--- config.mk ---
export PLATFORM = sky130hd
export DESIGN_NAME = instruction_sequencer
export DESIGN_NICKNAME = d
export VERILOG_FILES = /design/src/rtl/instruction_sequencer.sv
export SDC_FILE = /design/constraint.sdc
export NUM_CORES = 1
export LEC_CHECK = 0
export BUFFER_PORTS_ARGS = -buffer_cell sky130_fd_sc_hd__buf_2
export CAP_MARGIN = 40
export CORE_UTILIZATION = 50
export CTS_CLUSTER_SIZE = 24
export DETAILED_ROUTE_END_ITERATION = 8
export PLACE_DENSITY_LB_ADDON = 0.25
export SLEW_MARGIN = 0
export SYNTH_ARGS = -nofsm -noshare
export SYNTH_HDL_FRONTEND = slang
export SYNTH_SLANG_ARGS = --single-unit
--- constraint.sdc ---
create_clock -name clk -period 4.05 [get_ports clk]
set_clock_uncertainty 0.1 [all_clocks]
set_input_delay 0 -clock clk [delete_from_list [all_inputs] [get_ports clk]]
set_output_delay 0 -clock clk [all_outputs]
set_load 0.03 [all_outputs]
--- src/rtl/instruction_sequencer.sv ---
// ----------------------------------------------------------------------------
// instruction_sequencer
//
// Fetch/decode/execute controller for a small 16-word program memory.
// Control-flow opcodes (NOP, JZ, JMP, HLT) are resolved here. Every other
// opcode is handed to the datapath through a valid/ready transfer, with IR as
// the payload.
//
// Ports
//   clk          system clock, all state updates on the rising edge
//   rst          synchronous active-high reset
//   start        run request, honoured only in IDLE or HALT
//   Instruction  combinational program-memory read data at address PC
//   zero_flag    datapath zero flag, sampled only in DECODE
//   exec_ready   datapath accepts the current exec transfer
//   PC           program-memory address (registered)
//   IR           instruction register (registered)
//   exec_valid   IR holds a datapath op awaiting acceptance
//   halted       high exactly while in HALT
//   busy         high in FETCH, DECODE or EXEC
//
// state  | meaning
// -------+-------------------------------------------------------------
// IDLE   | after reset, waiting for start
// FETCH  | IR <= Instruction at current PC
// DECODE | resolve control flow, or hand a datapath op to EXEC
// EXEC   | exec_valid high, waiting for exec_ready
// HALT   | HLT executed, start restarts the program from address 0
// ----------------------------------------------------------------------------
module instruction_sequencer (
   input  logic       clk,
   input  logic       rst,
   input  logic       start,
   input  logic [7:0] Instruction,
   input  logic       zero_flag,
   input  logic       exec_ready,
   output logic [3:0] PC,
   output logic [7:0] IR,
   output logic       exec_valid,
   output logic       halted,
   output logic       busy
);

   localparam logic [2:0] IDLE   = 3'd0;
   localparam logic [2:0] FETCH  = 3'd1;
   localparam logic [2:0] DECODE = 3'd2;
   localparam logic [2:0] EXEC   = 3'd3;
   localparam logic [2:0] HALT   = 3'd4;

   localparam logic [3:0] OP_NOP = 4'h0;
   localparam logic [3:0] OP_JZ  = 4'hD;
   localparam logic [3:0] OP_JMP = 4'hE;
   localparam logic [3:0] OP_HLT = 4'hF;

   logic [2:0] state;
   logic [3:0] opcode;
   logic [3:0] operand;
   logic [3:0] pc_inc;

   assign opcode  = IR[7:4];
   assign operand = IR[3:0];
   // 4-bit result, so 15 wraps to 0
   assign pc_inc  = PC + 4'd1;

   always_ff @(posedge clk) begin
      if (rst) begin
         state <= IDLE;
         PC    <= 4'd0;
         IR    <= 8'h00;
      end else begin
         case (state)
            IDLE: begin
               if (start) state <= FETCH;
            end
            FETCH: begin
               IR    <= Instruction;
               state <= DECODE;
            end
            DECODE: begin
               case (opcode)
                  OP_NOP: begin
                     PC    <= pc_inc;
                     state <= FETCH;
                  end
                  OP_JMP: begin
                     PC    <= operand;
                     state <= FETCH;
                  end
                  OP_JZ: begin
                     PC    <= zero_flag ? operand : pc_inc;
                     state <= FETCH;
                  end
                  OP_HLT: begin
                     state <= HALT;
                  end
                  default: begin
                     state <= EXEC;
                  end
               endcase
            end
            EXEC: begin
               // IR is not written here, so the payload is stable while valid
               if (exec_ready) begin
                  PC    <= pc_inc;
                  state <= FETCH;
               end
            end
            HALT: begin
               if (start) begin
                  PC    <= 4'd0;
                  state <= FETCH;
               end
            end
            default: begin
               state <= IDLE;
            end
         endcase
      end
   end

   assign exec_valid = (state == EXEC);
   assign halted     = (state == HALT);
   assign busy       = (state == FETCH) || (state == DECODE) || (state == EXEC);

endmodule

==> results.json <==
{
  "r2r-start": "state[0]",
  "avgViaCountPerCell": 5.96,
  "cp_slowest_cell": "dlygate4sd3_1",
  "clk_latency_ns": 0.28,
  "multi_input_area_sq_um": 472,
  "final_common_cell": "buf_2",
  "cts_num_sinks": 15,
  "wire_per_inst_um": 16.2,
  "track_usage_pct": 30.5,
  "initial_utilization_pct": 57.2,
  "dp_hpwl_um": 1220,
  "synth_nets": 105,
  "p_leak_nw": 0.539,
  "path_cells": "nor3b_1, buf_4, mux2i_1, nor2_1, dlygate4sd3_1",
  "crit_fanout": 9,
  "pre_cts_ws_ns": 2.13,
  "antenna_found_initial": 0,
  "dieArea_sq_um": 1740,
  "final.fill_count": 86,
  "fin_crit_sh_pct": 51.9,
  "synthCells": 91,
  "crit_type": "reg -> reg",
  "critPathTopFamily": "buffers and inverters",
  "cp_num_buf_inv": 2,
  "yosys_warnings": 0,
  "dp.cells": 131,
  "io_buffers": 27,
  "clkTransAtPathRegs_ns": 0.09,
  "synth_edf_count": 0,
  "reg2reg_to": "IR[6]",
  "cts_tree": "done",
  "min_from": "zero_flag",
  "setup_slack_ns": 1.95,
  "final_max_slew_viol_count": 0,
  "rsz0062_at_grt": "false",
  "setup_viol": 0,
  "finalCriticalPeriod_ns": 2.10,
  "grt_pass1_wl_um": 4040,
  "async_flop_share_pct": 0,
  "cts_root_buf": "clkbuf_4",
  "yosys_most_used_dff": "dfxtp_1",
  "antenna_cells": 0,
  "vias": 924,
  "die_h_um": 41.8,
  "hold_depth": 5,
  "grt_max_degree": 17,
  "layoutNonFillerInstCount": 155,
  "wl_um": 2510,
  "syn-cell-area_sq_um": 791,
  "status": "completed",
  "drive_gt1_share_pct": 23.6,
  "cts_made_buffers": 3,
  "slew_headroom_pct": 79.8,
  "worstPathRequired_ns": 4.12,
  "clockBufferDepth": 2,
  "tightest_slew_ns": 0.303,
  "num_rows": 13,
  "ir_worst_vdd_mv": 0.227,
  "final.hold.worst_slack_ns": 0.316,
  "nNetsFinal": 155,
  "most-common-layout-cells": "buf_2, dlygate4sd3_1, dfxtp_1",
  "core_sq_um": 1380,
  "hold_path_class": "in -> reg",
  "first_pass_iters": 4,
  "crit_path_start_kind": "flop",
  "fmax_mhz": 476,
  "critPathArrivalTime_ns": 2.17,
  "drc": 0,
  "ant_nets": 0,
  "overflow": 0,
  "die_x_um": 41.8,
  "finalHoldViolations": 0,
  "p_total_mw": 0.355,
  "hold_end": "PC[0]",
  "r2r_cells": 5,
  "grt_pass1_vias": 836,
  "cp-end-kind": "flop",
  "post_cts_resized": 0,
  "p_per_area_nw_per_um2": 304,
  "htreeDepth": 1,
  "area_growth_pct": 47.6,
  "drt-initial-drc-count": 30,
  "yosysUniqueCellTypes": 33,
  "synth_seq_cells": 15,
  "tns_ns": 0,
  "gp_congestion": 0.703,
  "maxCapViolations": 0,
  "seq_area_sq_um": 300,
  "rrSetupSlack_ns": 1.95,
  "ys_seq_area_share_pct": 38.0,
  "ios": 28,
  "slowest_delay_ns": 0.59,
  "avgSynthCellArea_sq_um": 8.69
}
## synthesized netlist by cell type (3+ instances only)
cell type	number	area (sq um)
o21ai_0	4	20.0
mux2i_1	10	100
a21oi_1	4	20.0
nor2_1	13	48.8
or3_1	3	18.8
dfxtp_1	15	300
nand3b_1	4	30.0
nand2_1	5	18.8
## per-stage QoR
stage                     utilization, %  instance area, sq um
final                               84.4                  1170
after global routing                84.4                  1170
after global placement              68.1                   941
after detailed placement            68.1                   941
after floorplan                        -                   791
after CTS                           84.4                  1170
## metal layers
| metal | up-vias | wire length [um] | share of wire (%) | global-route usage [%] |
|---|---|---|---|---|
| met5 | - | 0 | 0 | 0 |
| met4 | 0 | 90 | 3.6 | 16.8 |
| met3 | 13 | 203 | 8.1 | 5.65 |
| met2 | 62 | 1180 | 47 | 50.3 |
| met1 | 419 | 1040 | 41 | 37.1 |
| li1 | 430 | - | - | - |
## registers in the layout (all words and copies together) (netlist names)
name	cells
PC	4
IR	8
state	3
## worst max path at each step
| stage | from | to | slack (ns) | depth (start not counted) |
|---|---|---|---|---|
| global placement | IR[5] | PC[0] | 2.17 | 5 |
| finish | state[0] | IR[6] | 1.95 | 5 |
| CTS | state[0] | IR[1] | 2.08 | 5 |
| global route | state[0] | IR[2] | 1.86 | 5 |
| floorplan | IR[5] | PC[0] | 2.09 | 5 |
| detailed placement | IR[5] | PC[0] | 2.13 | 5 |
## power breakdown
part / total [mW] / switching, mW / internal [mW] / leakage [nW]
sequential: 0.171 / 0.0142 / 0.157 / 0.122
combinational: 0.0982 / 0.0528 / 0.0454 / 0.402
clock: 0.0860 / 0.0477 / 0.0382 / 0.0150
## final cells by class
cell class / instances / share of cell area [%]
multi-input combinational: 71 / 40.4
timing repair buffer: 48 / 29.4
inverter: 2 / 0.643
sequential: 15 / 25.7
clock buffer: 4 / 2.25
tap: 15 / 1.61
## repair_timing
action / 4_1_cts / 5_1_grt
hold buffers: 20 / 0
buffers inserted: 0 / 0
endpoints found under the hold margin: 12 / 0
## tightest hold or removal path, cell delays in order
cell	delay, ns
buf_2	0.09
nand3b_1	0.12
a211o_1	0.23
or4b_1	0.14
a31oi_1	0.07
## kinds of logic after synthesis
family                     share of synthesized area (%)
AOI/OAI and AO/OA                                   13.3
xor gates and xnor gates                            2.22
adders and majority gates                           1.58
buffers and inverters                               2.37
DFF                                                 38.0
muxes                                               12.7
and+or+nand+nor                                     29.9
Note: power is estimated with default switching activity, not from simulation.
